[src/rtl/simt_op_sched.sv]
// ============================================================================
// simt_op_sched
// ----------------------------------------------------------------------------
// Funnels SIMT-stack update operations from the two decode lanes (ID1, ID2)
// and the EX branch-resolution port onto the stack's single valid/ready
// operation port.
//
// Decode ops are queued in a small FIFO. The most recent EX branch outcome
// sits in a dedicated one-entry slot. The EX slot normally wins arbitration.
// A starvation counter forces the FIFO head out after STARVE_MAX back-to-back
// EX grants. Once an op is presented, it is locked in until the stack
// accepts it.
//
// Each warp has a pending-op count. It drives a registered per-warp fetch
// stall, which also asserts for every warp when the FIFO is nearly full.
// Dropped ops (FIFO full, EX slot busy) set a sticky overflow error.
//
// Parameters
//   DEPTH       decode-op FIFO entries (power of 2, >= 2)
//   STARVE_MAX  EX grants allowed in a row while the FIFO waits
//
// Ports
//   clk, rst                      clock, synchronous active-high reset
//   Valid/Op/WarpID/PCplus4_ID1   decode lane 1 op
//   Valid/Op/WarpID/PCplus4_ID2   decode lane 2 op
//   CondBr/WarpID/CondOutcome_Ex  branch outcome from EX
//   OpValid/OpReady               handshake to the SIMT stack
//   OpType/OpWarp/OpPC/OpMask     presented op fields
//   Stall_SCH_IF                  per-warp fetch stall (registered)
//   Overflow_Err_SCH              sticky protocol-violation flag
//
// Optional build macro
//   SIMT_SCHED_STATS_EN  adds ExGrants_SCH, IdGrants_SCH and StallCycles_SCH
//                        statistics counters (16 bit each)
// ============================================================================
module simt_op_sched #(
    parameter int DEPTH      = 4,
    parameter int STARVE_MAX = 3
) (
    input  logic        clk,
    input  logic        rst,

    input  logic        Valid_ID1_SCH,
    input  logic [2:0]  Op_ID1_SCH,
    input  logic [2:0]  WarpID_ID1_SCH,
    input  logic [9:0]  PCplus4_ID1_SCH,

    input  logic        Valid_ID2_SCH,
    input  logic [2:0]  Op_ID2_SCH,
    input  logic [2:0]  WarpID_ID2_SCH,
    input  logic [9:0]  PCplus4_ID2_SCH,

    input  logic        CondBr_Ex_SCH,
    input  logic [2:0]  WarpID_Ex_SCH,
    input  logic [7:0]  CondOutcome_Ex_SCH,

    output logic        OpValid_SCH_SIMT,
    input  logic        OpReady_SIMT_SCH,
    output logic [2:0]  OpType_SCH_SIMT,
    output logic [2:0]  OpWarp_SCH_SIMT,
    output logic [9:0]  OpPC_SCH_SIMT,
    output logic [7:0]  OpMask_SCH_SIMT,

    output logic [7:0]  Stall_SCH_IF,
    output logic        Overflow_Err_SCH
`ifdef SIMT_SCHED_STATS_EN
    ,
    output logic [15:0] ExGrants_SCH,
    output logic [15:0] IdGrants_SCH,
    output logic [15:0] StallCycles_SCH
`endif
);

    localparam int PTR_W  = (DEPTH > 1) ? $clog2(DEPTH) : 1;
    localparam int CNT_W  = PTR_W + 1;
    localparam int SCNT_W = (STARVE_MAX < 2) ? 1 : $clog2(STARVE_MAX + 1);

    localparam logic [CNT_W-1:0]  DEPTH_C      = CNT_W'(DEPTH);
    localparam logic [SCNT_W-1:0] STARVE_MAX_C = SCNT_W'(STARVE_MAX);

    localparam logic [2:0] OP_BROUT = 3'd6;

    // ------------------------------------------------------------------
    // State
    // ------------------------------------------------------------------
    logic [2:0]        fifo_op   [DEPTH];
    logic [2:0]        fifo_warp [DEPTH];
    logic [9:0]        fifo_pc   [DEPTH];
    logic [PTR_W-1:0]  rd_ptr;
    logic [PTR_W-1:0]  wr_ptr;
    logic [CNT_W-1:0]  fifo_cnt;

    logic              ex_valid;
    logic [2:0]        ex_warp;
    logic [7:0]        ex_mask;

    logic [SCNT_W-1:0] starve_cnt;
    logic              lock_q;
    logic              lock_ex_q;
    logic [2:0]        pend_q    [8];
    logic [7:0]        stall_q;
    logic              overflow_q;

    // ------------------------------------------------------------------
    // Combinational intermediates
    // ------------------------------------------------------------------
    logic              fifo_empty;
    logic              op_valid;
    logic              sel_ex;
    logic              grant;
    logic              ex_grant;
    logic              fifo_grant;
    logic [2:0]        sel_warp;

    logic              id1_legal;
    logic              id2_legal;
    logic              id1_acc;
    logic              id2_acc;
    logic              ex_acc;
    logic              overflow_evt;
    logic [CNT_W-1:0]  free_slots;
    logic [CNT_W-1:0]  cnt_next;
    logic              almost_full_next;
    logic [PTR_W-1:0]  id2_ptr;

    logic [2:0]        pend_next [8];
    logic [7:0]        stall_next;

    // Op codes 1..5 are the only legal decode ops; 0, 6 and 7 are ignored.
    assign id1_legal = Valid_ID1_SCH && (Op_ID1_SCH >= 3'd1) && (Op_ID1_SCH <= 3'd5);
    assign id2_legal = Valid_ID2_SCH && (Op_ID2_SCH >= 3'd1) && (Op_ID2_SCH <= 3'd5);

    // ------------------------------------------------------------------
    // Arbitration.
    // The EX slot wins unless the FIFO has been passed over STARVE_MAX
    // times in a row. While an op is presented and not yet accepted, the
    // earlier choice is replayed from lock_ex_q. A newly arriving EX
    // outcome therefore cannot displace a FIFO head that the stack is
    // already looking at. The locked source cannot vanish, because
    // sources are popped only on their own grant.
    // ------------------------------------------------------------------
    always_comb begin
        fifo_empty = (fifo_cnt == '0);
        op_valid   = ex_valid || !fifo_empty;
        if (lock_q) begin
            sel_ex = lock_ex_q;
        end else begin
            sel_ex = ex_valid && !(!fifo_empty && (starve_cnt == STARVE_MAX_C));
        end
        grant      = op_valid && OpReady_SIMT_SCH;
        ex_grant   = grant && sel_ex;
        fifo_grant = grant && !sel_ex;
        sel_warp   = sel_ex ? ex_warp : fifo_warp[rd_ptr];
    end

    // ------------------------------------------------------------------
    // Presented op fields.
    // Everything is forced to zero while nothing is valid, so the port
    // reads all-zero straight after reset.
    // ------------------------------------------------------------------
    always_comb begin
        OpValid_SCH_SIMT = op_valid;
        OpType_SCH_SIMT  = 3'd0;
        OpWarp_SCH_SIMT  = 3'd0;
        OpPC_SCH_SIMT    = 10'd0;
        OpMask_SCH_SIMT  = 8'd0;
        if (op_valid) begin
            OpWarp_SCH_SIMT = sel_warp;
            if (sel_ex) begin
                OpType_SCH_SIMT = OP_BROUT;
                OpMask_SCH_SIMT = ex_mask;
            end else begin
                OpType_SCH_SIMT = fifo_op[rd_ptr];
                OpPC_SCH_SIMT   = fifo_pc[rd_ptr];
            end
        end
    end

    // ------------------------------------------------------------------
    // Enqueue admission.
    // Free space is counted after crediting a same-cycle pop. ID1 takes
    // the first free entry. ID2 takes the next one. If ID1 was illegal,
    // ID2 moves up into the first entry. The EX slot can be refilled in
    // the cycle its current content is granted.
    // ------------------------------------------------------------------
    always_comb begin
        free_slots   = DEPTH_C - fifo_cnt + CNT_W'(fifo_grant);
        id1_acc      = id1_legal && (free_slots != '0);
        if (id1_acc) begin
            id2_acc = id2_legal && (free_slots >= CNT_W'(2));
        end else begin
            id2_acc = id2_legal && (free_slots != '0);
        end
        ex_acc       = CondBr_Ex_SCH && (!ex_valid || ex_grant);
        overflow_evt = (id1_legal && !id1_acc) ||
                       (id2_legal && !id2_acc) ||
                       (CondBr_Ex_SCH && !ex_acc);
        id2_ptr      = wr_ptr + PTR_W'(id1_acc);
        cnt_next     = fifo_cnt - CNT_W'(fifo_grant)
                     + CNT_W'(id1_acc) + CNT_W'(id2_acc);
        almost_full_next = (DEPTH_C - cnt_next) < CNT_W'(2);
    end

    // ------------------------------------------------------------------
    // Per-warp pending counts and the stall vector for the next cycle.
    // A warp can see up to three enqueues and one grant in one cycle.
    // 3-bit modular arithmetic nets these out correctly as long as the
    // true count stays in range.
    // ------------------------------------------------------------------
    always_comb begin
        stall_next = 8'd0;
        for (int w = 0; w < 8; w++) begin
            pend_next[w] = pend_q[w]
                         + 3'(id1_acc  && (WarpID_ID1_SCH == 3'(w)))
                         + 3'(id2_acc  && (WarpID_ID2_SCH == 3'(w)))
                         + 3'(ex_acc   && (WarpID_Ex_SCH  == 3'(w)))
                         - 3'(grant    && (sel_warp       == 3'(w)));
            stall_next[w] = (pend_next[w] != 3'd0) || almost_full_next;
        end
    end

    // ------------------------------------------------------------------
    // FIFO storage. Entries need no reset; occupancy is tracked by the
    // pointers and the count.
    // ------------------------------------------------------------------
    always_ff @(posedge clk) begin
        if (id1_acc) begin
            fifo_op[wr_ptr]   <= Op_ID1_SCH;
            fifo_warp[wr_ptr] <= WarpID_ID1_SCH;
            fifo_pc[wr_ptr]   <= PCplus4_ID1_SCH;
        end
        if (id2_acc) begin
            fifo_op[id2_ptr]   <= Op_ID2_SCH;
            fifo_warp[id2_ptr] <= WarpID_ID2_SCH;
            fifo_pc[id2_ptr]   <= PCplus4_ID2_SCH;
        end
    end

    // ------------------------------------------------------------------
    // FIFO pointers and occupancy. DEPTH is a power of two, so the
    // pointers wrap on their own.
    // ------------------------------------------------------------------
    always_ff @(posedge clk) begin
        if (rst) begin
            rd_ptr   <= '0;
            wr_ptr   <= '0;
            fifo_cnt <= '0;
        end else begin
            if (fifo_grant) begin
                rd_ptr <= rd_ptr + PTR_W'(1);
            end
            wr_ptr   <= wr_ptr + PTR_W'(id1_acc) + PTR_W'(id2_acc);
            fifo_cnt <= cnt_next;
        end
    end

    // ------------------------------------------------------------------
    // EX outcome slot. It holds a single outcome. A grant and a refill
    // in the same cycle leave it occupied with the new outcome.
    // ------------------------------------------------------------------
    always_ff @(posedge clk) begin
        if (rst) begin
            ex_valid <= 1'b0;
            ex_warp  <= 3'd0;
            ex_mask  <= 8'd0;
        end else begin
            if (ex_acc) begin
                ex_valid <= 1'b1;
                ex_warp  <= WarpID_Ex_SCH;
                ex_mask  <= CondOutcome_Ex_SCH;
            end else if (ex_grant) begin
                ex_valid <= 1'b0;
            end
        end
    end

    // ------------------------------------------------------------------
    // Starvation counter and presentation lock.
    // The counter tracks EX grants taken while decode ops were waiting.
    // Any FIFO grant, or an empty FIFO, clears it. The lock remembers
    // which source is on the port while the stack holds off.
    // ------------------------------------------------------------------
    always_ff @(posedge clk) begin
        if (rst) begin
            starve_cnt <= '0;
            lock_q     <= 1'b0;
            lock_ex_q  <= 1'b0;
        end else begin
            if (fifo_grant || fifo_empty) begin
                starve_cnt <= '0;
            end else if (ex_grant && (starve_cnt != STARVE_MAX_C)) begin
                starve_cnt <= starve_cnt + SCNT_W'(1);
            end
            lock_q    <= op_valid && !OpReady_SIMT_SCH;
            lock_ex_q <= sel_ex;
        end
    end

    // ------------------------------------------------------------------
    // Pending counts, the registered stall vector and the sticky
    // overflow flag.
    // ------------------------------------------------------------------
    always_ff @(posedge clk) begin
        if (rst) begin
            for (int w = 0; w < 8; w++) begin
                pend_q[w] <= 3'd0;
            end
            stall_q    <= 8'd0;
            overflow_q <= 1'b0;
        end else begin
            for (int w = 0; w < 8; w++) begin
                pend_q[w] <= pend_next[w];
            end
            stall_q <= stall_next;
            if (overflow_evt) begin
                overflow_q <= 1'b1;
            end
        end
    end

    assign Stall_SCH_IF     = stall_q;
    assign Overflow_Err_SCH = overflow_q;

`ifdef SIMT_SCHED_STATS_EN
    // ------------------------------------------------------------------
    // Statistics. The grant counters stick at all-ones instead of
    // wrapping. StallCycles counts cycles in which the registered stall
    // vector has any bit set.
    // ------------------------------------------------------------------
    always_ff @(posedge clk) begin
        if (rst) begin
            ExGrants_SCH    <= 16'd0;
            IdGrants_SCH    <= 16'd0;
            StallCycles_SCH <= 16'd0;
        end else begin
            if (ex_grant && (ExGrants_SCH != 16'hFFFF)) begin
                ExGrants_SCH <= ExGrants_SCH + 16'd1;
            end
            if (fifo_grant && (IdGrants_SCH != 16'hFFFF)) begin
                IdGrants_SCH <= IdGrants_SCH + 16'd1;
            end
            if (|stall_q) begin
                StallCycles_SCH <= StallCycles_SCH + 16'd1;
            end
        end
    end
`endif

endmodule

[config.mk]
export PLATFORM = sky130hd
export DESIGN_NAME = simt_op_sched
export DESIGN_NICKNAME = d
export VERILOG_FILES = /design/src/rtl/simt_op_sched.sv
export SDC_FILE = /design/constraint.sdc
export NUM_CORES = 1
export LEC_CHECK = 0
export BUFFER_PORTS_ARGS = -buffer_cell sky130_fd_sc_hd__buf_2
export CORE_ASPECT_RATIO = 1.25
export CORE_MARGIN = 5
export CORE_UTILIZATION = 50
export CTS_CLUSTER_DIAMETER = 200
export DETAILED_ROUTE_END_ITERATION = 12
export HOLD_SLACK_MARGIN = 0.02
export PLACE_DENSITY_LB_ADDON = 0.1
export SYNTH_ARGS = -nofsm -noshare
export SYNTH_HDL_FRONTEND = slang
export SYNTH_SLANG_ARGS = --single-unit
[constraint.sdc]
create_clock -name clk -period 5.5 [get_ports clk]
set_input_delay 0.55 -clock clk [delete_from_list [all_inputs] [get_ports clk]]
set_output_delay 0.55 -clock clk [all_outputs]
set_load 0.05 [all_outputs]
Word-level counts from Yosys, hierarchy flattened --
Memories as Yosys holds them, arrays and structs flattened. A register that Yosys moved wholly into a read port is not among the register bits. Index checks and enable logic that the tools add are counted.
Storage, ports and cells: memory bits (writable) 88, logic and storage cells 221, memories kept 4, bits in registers 32
Cells by class: bitwise logic cells 8, magnitude comparators 6, equality and inequality tests 30, multiplexer cells 33, $add $sub $neg 42, reduce and logical (&&, ||, !) cells 87
Memory list:
- fifo_pc | words 4, width 10, read ports 1, clocked after memory_dff 1, write ports 2, RTL line 88 | logic [9:0] fifo_pc [DEPTH];
- pend_q | words 8, width 3, read ports 8, clocked after memory_dff 0, write ports 8, RTL line 100 | logic [2:0] pend_q [8];
- fifo_op | words 4, width 3, read ports 1, clocked after memory_dff 1, write ports 2, RTL line 86 | logic [2:0] fifo_op [DEPTH];
- fifo_warp | words 4, width 3, read ports 1, clocked after memory_dff 1, write ports 2, RTL line 87 | logic [2:0] fifo_warp [DEPTH];
Operator list (count):
- $add 3x1->3 | 27
- $logic_and 1x1->1 | 50
- $eq 3x3->1 const B | 16
- $mux 3 | 12
- $reduce_bool 3->1 | 9
- $sub 3x1->3 | 9
- $eq 3x2->1 const B | 8
- $mux 10 | 2
- $mux 8 | 2
- $logic_not 3->1 | 5
- $logic_or 1x1->1 | 13
- $eq 3x1->1 const B | 4
- $mux 2 | 6
- $mux 1 | 11
- $logic_not 1->1 | 8
- $or 1x1->1 | 8
- $ge 3x1->1 const B | 2
- $le 3x3->1 const B | 2
- $sub 3x3->3 const A | 2
- $add 2x1->2 | 2
- $add 2x1->2 const B | 2
- $ge 3x2->1 const B | 1
- $lt 3x2->1 const B | 1
- $eq 2x2->1 const B | 1
- 3 further kinds | 3

Longest topological paths before layout --
depth in word-level cells 18, mapped depth 22

Least setup slack after synthesis --
No wires, ideal clock.
path type register to register, start point register ex_valid, end point register stall_q[4] (netlist: Stall_SCH_IF[4]), setup slack 1112 ps, required time 5362 ps, period minus slack after synthesis 4388 ps, stages on the path, launching flop included 21, arrival 4249 ps, cell sequence dfxtp_1 -> nor4_2 -> inv_1 -> nand3_1 -> ha_1 -> inv_1 -> ha_1 -> xnor2_1 -> nand2b_1 -> buf_2 -> o211ai_1 -> or3b_1 -> ha_1 -> inv_1 -> fa_1 -> ha_1 -> inv_1 -> fa_1 -> xnor2_1 -> xnor2_1 -> a41oi_1
On the way: word-level cells in the longest chain between the ends 14, elaborated cells between the ends (all ways) 34
Ends and longest elaborated chain:
- from (decl) | RTL line 93 | logic ex_valid;
- from (signal assigned) | RTL line 263 | ex_valid <= 1'b0;
- from (signal assigned) | RTL line 268 | ex_valid <= 1'b1;
- from (signal assigned) | RTL line 272 | ex_valid <= 1'b0;
- $logic_and 1x1->1 | RTL line 148 | sel_ex = ex_valid && !(!fifo_empty && (starve_cnt == STARVE_MAX_C));
- $mux 1 | RTL line 145 | if (lock_q) begin
- $logic_not 1->1 | RTL line 152 | fifo_grant = grant && !sel_ex;
- $logic_and 1x1->1 | RTL line 152
- $add 3x1->3 | RTL line 187 | free_slots = DEPTH_C - fifo_cnt + CNT_W'(fifo_grant);
- $reduce_bool 3->1 / $ge 3x2->1 (equally long branches) | RTL line 188, 192, 190
- $logic_and 1x1->1 (on tied branches) | RTL line 188, 190, 192
- $logic_and 1x1->1 / $mux 1 (equally long branches) | RTL line 214, 189
- $add 3x1->3 / $logic_and 1x1->1 (equally long branches) | RTL line 214, 215
- $add 3x1->3 | RTL line 215 | + 3'(id2_acc && (WarpID_ID2_SCH == 3'(w)))
- $add 3x1->3 | RTL line 216 | + 3'(ex_acc && (WarpID_Ex_SCH == 3'(w)))
- $sub 3x1->3 | RTL line 217 | - 3'(grant && (sel_warp == 3'(w)));
- $reduce_bool 3->1 | RTL line 218 | stall_next[w] = (pend_next[w] != 3'd0) || almost_full_next;
- $logic_or 1x1->1 * | RTL line 218
- to (signal assigned) | RTL line 314 | stall_q <= stall_next;
- to (decl) | RTL line 101 | logic [7:0] stall_q;
Every way passes the cells marked *; elsewhere a longest branch is shown, timed or not. A chain may end at the register's enable or synchronous reset.

Worst setup path after layout --
start point register starve_cnt[0], end point register stall_q[4] (netlist: Stall_SCH_IF[4])
On the way: word-level cells in the longest chain between the ends 17, elaborated cells between the ends (all ways) 34
Ends and longest elaborated chain:
- from (decl) | RTL line 97 | logic [SCNT_W-1:0] starve_cnt;
- from (signal assigned) | RTL line 292 | starve_cnt <= starve_cnt + SCNT_W'(1);
- $eq 2x2->1 * | RTL line 148
- $logic_and 1x1->1 * | RTL line 148
- $logic_not 1->1 * | RTL line 148
- $logic_and 1x1->1 * | RTL line 148
- $mux 1 * | RTL line 145
- $logic_not 1->1 | RTL line 152
- $logic_and 1x1->1 | RTL line 152
- $add 3x1->3 | RTL line 187
- $reduce_bool 3->1 / $ge 3x2->1 (equally long branches) | RTL line 188, 192, 190
- $logic_and 1x1->1 (on tied branches) | RTL line 188, 190, 192
- $logic_and 1x1->1 / $mux 1 (equally long branches) | RTL line 214, 189
- $add 3x1->3 / $logic_and 1x1->1 (equally long branches) | RTL line 214, 215
- $add 3x1->3 | RTL line 215
- $add 3x1->3 | RTL line 216
- $sub 3x1->3 | RTL line 217
- $reduce_bool 3->1 | RTL line 218
- $logic_or 1x1->1 * | RTL line 218
Marks and branches as above.

==> results.md <==
### Timing
• worst path setup slack after routing: 0.8704 ns
• Final setup violation count: 0
• share of the cycle needed by the critical path after routing: 84.18%
• count of final hold-check violations: 0
• transition time at the pin with the least slew margin: 1.152 ns
• worst clock skew: 0.006174 ns
• setup repair after global routing missed its margin: false
• relative max-transition margin: 23.19%
• upper clock frequency limit: 0.2160 GHz
• max-slew violation count: 0
• Setup Total Neg Slack: 0 ns
• shortest period the worst path allows: 4.630 ns
• worst slack on hold paths: 0.3837 ns

### Power
• leakage dissipation: 3.443 nW
• areal power density over the cells: 526.5 nW/µm²
• largest voltage drop on the vdd net: 244.6 µV

### Finish
• ratio of cells with drive above 1 in the final layout: 29.62%
• cell area after layout: 8124 µm²
• Diodes inserted: 0
• growth of design area from synthesis to finish: 16.65%
• fillers: 1116
• Nets: 741
• final core occ: 59.07%

### Place
• Post-Place Cell Area: 7561 µm²
• quantity of I/O buffers inserted on ports: 82
• Setup WS pre-CTS: 0.8921 ns
• detailed placement HPWL: 10580 µm
• routability congestion estimate: 0.7934

### Synthesis
• most frequently used cell type in the post-synthesis netlist: sky130_fd_sc_hd__edfxtp_1
• top cells by instance count after synthesis: 64 x sky130_fd_sc_hd__edfxtp_1, 58 x sky130_fd_sc_hd__dfxtp_1, 47 x sky130_fd_sc_hd__inv_1
• instance count of the mapped netlist: 560
• Synthesized Nets: 658
• Synth Cell Area: 6964 µm²
• Warnings, synthesis: 0
• proportion of synthesized flip-flops having asynchronous set or reset: 0%
• count of unique library cells instantiated by Yosys: 55
• Yosys reg bits: 122
• sequential fraction of the synthesis area: 44.27%
• top cell type's share of synthesized area: 27.60%
• Avg Cell Area, Syn: 12.44 µm²
• main area contributors after synthesis: sky130_fd_sc_hd__edfxtp_1 28%, sky130_fd_sc_hd__dfxtp_1 17%, sky130_fd_sc_hd__ha_1 5.6%, sky130_fd_sc_hd__fa_1 5.2%, sky130_fd_sc_hd__mux4_2 5.2%
• Synth area leader: sky130_fd_sc_hd__edfxtp_1
• number of enable-type register cells in the synthesized netlist: 64
• Top FF cell, synth: sky130_fd_sc_hd__edfxtp_1

### Drt
• total wire length after detailed routing: 15290 µm
• Antenna Nets Post-Route: 0
• number of vias in the routed layout: 4542
• average wire length per cell after detail routing: 18.42 µm
• number of DRC violations after detailed-routing iteration 0: 107
• DRC viols: 0
• routed via count divided by cell count: 5.472
• first-pass detailed-route iteration total: 4

### Clocking
• insertion delay to the later sink of the worst-skew pair: 0.42 ns
• count of hold buffers inserted by post-cts repair: 0
• clock-pin slew reported for the worst setup and hold paths after clock tree synthesis: 0.05 ns
• clk sink count: 122
• number of buffers on the longest clock path: 2
• CTS buffer count: 17
• number of setup buffers added after CTS: 0
• CTS H-tree depth: 4
• number of instances resized during post-cts repair: 0
• clock tree from TritonCTS: yes
• clock tree root buffer cell: sky130_fd_sc_hd__clkbuf_16

### Floorplan
• height of the chip: 142.0 µm
• boundary pin count: 83
• core area: 13750 µm²
• width of the die: 115.6 µm
• effective utilization at floorplan: 50.64%
• area of the die: 16400 µm²
• number of placement rows: 48

### Global routing
• global-route wire length before repair: 25060 µm
• number of antenna violations at the first check in global routing: 0
• number of global-route vias before repair: 4840
• global-route usage over all layers: 20.15%
• total global routing overflow: 0
• largest net degree at the start of global routing: 70

### Critical path
• data arrival time of the critical path: 4.86 ns
• biggest fanout along the worst timing path: 7
• critical path class: reg -> reg
• Critical Path End Type: flop
• Crit path required time: 5.73 ns
• launching element type of the critical path: flop

### Run
• count of max-cap constraint violations: 0

### Min path
• kind of path behind the tightest hold check: in -> reg

### Status
• outcome: complete, no violations

[cell families (layout without fill, tap and decap cells)]
family / count (synthesis) / in the layout / share of synthesized area [%]
adder cells (fa/ha/maj): 50 / 50 / 10.89
buffers and inverters: 75 / 170 / 4.366
AND/OR/NAND/NOR: 149 / 149 / 12.67
multiplexers: 99 / 99 / 19.13
AO/OA/AOI/OAI: 36 / 36 / 4.725
flip-flops: 122 / 122 / 44.27
XOR/XNOR: 29 / 29 / 3.953
[cell usage in the layout, fill, tap and decap left out, drive strengths merged, types with 4 or more instances in the layout]
cell,Yosys,routed
mux2,65,65
o31ai,5,5
and4,7,7
edfxtp,64,64
clkinv,0,9
nor4,9,9
xnor2,20,20
or3,4,4
fa,18,18
nor2,37,37
xor2,8,8
dfxtp,58,58
clkbuf,19,18
nand2,5,5
and3,21,21
nand2b,24,24
nor2b,19,19
ha,31,31
a21oi,5,5
nand3,6,6
a31oi,8,8
inv,47,47
mux2i,18,18
o21ai,5,5
mux4,16,16
buf,9,92
nor3,4,4
[through the flow]
step | std cells | total power (W)
floorplan | 560 | 0.002790
detailed placement | 799 | 0.003244
global placement | 799 | 0.003195
CTS | 830 | 0.004332
finish | 830 | 0.004278
global route | 830 | 0.004544
[final timing paths]
path / start / endpoint / slack, ns / depth (start not counted)
worst min register to register: ex_mask[6] / ex_mask[6] / 0.47 / 2
worst max register to register: starve_cnt[0] / Stall_SCH_IF[4] / 0.87 / 20
worst max-delay path: starve_cnt[0] / Stall_SCH_IF[4] / 0.87 / 20
worst min-delay path: CondBr_Ex_SCH / ex_valid / 0.38 / 3
[worst max-delay path, cell delays in order, from the launching register on]
cell                       delay (ns)
sky130_fd_sc_hd__dfxtp_1         0.33
sky130_fd_sc_hd__ha_1            0.22
sky130_fd_sc_hd__a21bo_2         0.27
sky130_fd_sc_hd__o21ai_2         0.13
sky130_fd_sc_hd__nand3_1         0.11
sky130_fd_sc_hd__ha_1            0.19
sky130_fd_sc_hd__inv_1           0.05
sky130_fd_sc_hd__ha_1            0.16
sky130_fd_sc_hd__xnor2_1         0.08
sky130_fd_sc_hd__nand2b_1        0.38
sky130_fd_sc_hd__o211ai_1        0.21
sky130_fd_sc_hd__or3b_1          0.41
sky130_fd_sc_hd__ha_1            0.28
sky130_fd_sc_hd__inv_1           0.05
sky130_fd_sc_hd__fa_1            0.50
sky130_fd_sc_hd__ha_1            0.14
sky130_fd_sc_hd__inv_1           0.05
sky130_fd_sc_hd__fa_1            0.37
sky130_fd_sc_hd__xnor2_1         0.15
sky130_fd_sc_hd__xnor2_1         0.20
sky130_fd_sc_hd__a41oi_1         0.14
[power by group]
part / switching (W) / leakage, nW / internal, W
Clock: 0.000375 / 0.272 / 0.000694
Combinational: 0.00116 / 2.11 / 0.000686
Sequential: 0.000101 / 1.06 / 0.00126
Total: 0.00164 / 3.44 / 0.00264
[per-layer routing]
| metal | vias up | track usage [%] | share of wire, % |
|---|---|---|---|
| li1 | 2177 | - | - |
| met1 | 2244 | 24.60 | 42 |
| met2 | 95 | 34.36 | 52 |
| met3 | 26 | 4.849 | 4.2 |
| met4 | 0 | 7.787 | 2.1 |
| met5 | - | 0 | 0 |
[registers in the layout, indices dropped and copies added, names as in the netlist, 3 cells and up, named ones only]
register and flops:
Stall_SCH_IF 8, fifo_cnt 3, fifo_warp 12, fifo_pc 40
fifo_op 12, ex_warp 3, ex_mask 8, pend_q 24
[cell type report]
class | count | area (µm²) | area share (%)
multi-input combinational | 363 | 3597 | 44.28
sequential | 122 | 3083 | 37.95
timing repair buffer | 92 | 485.5 | 5.976
clock buffer | 18 | 429.2 | 5.283
tap | 175 | 219.0 | 2.695
inverter | 47 | 176.4 | 2.172
clock inverter | 13 | 133.9 | 1.648
No activity file was read; power rests on OpenSTA's default activity.
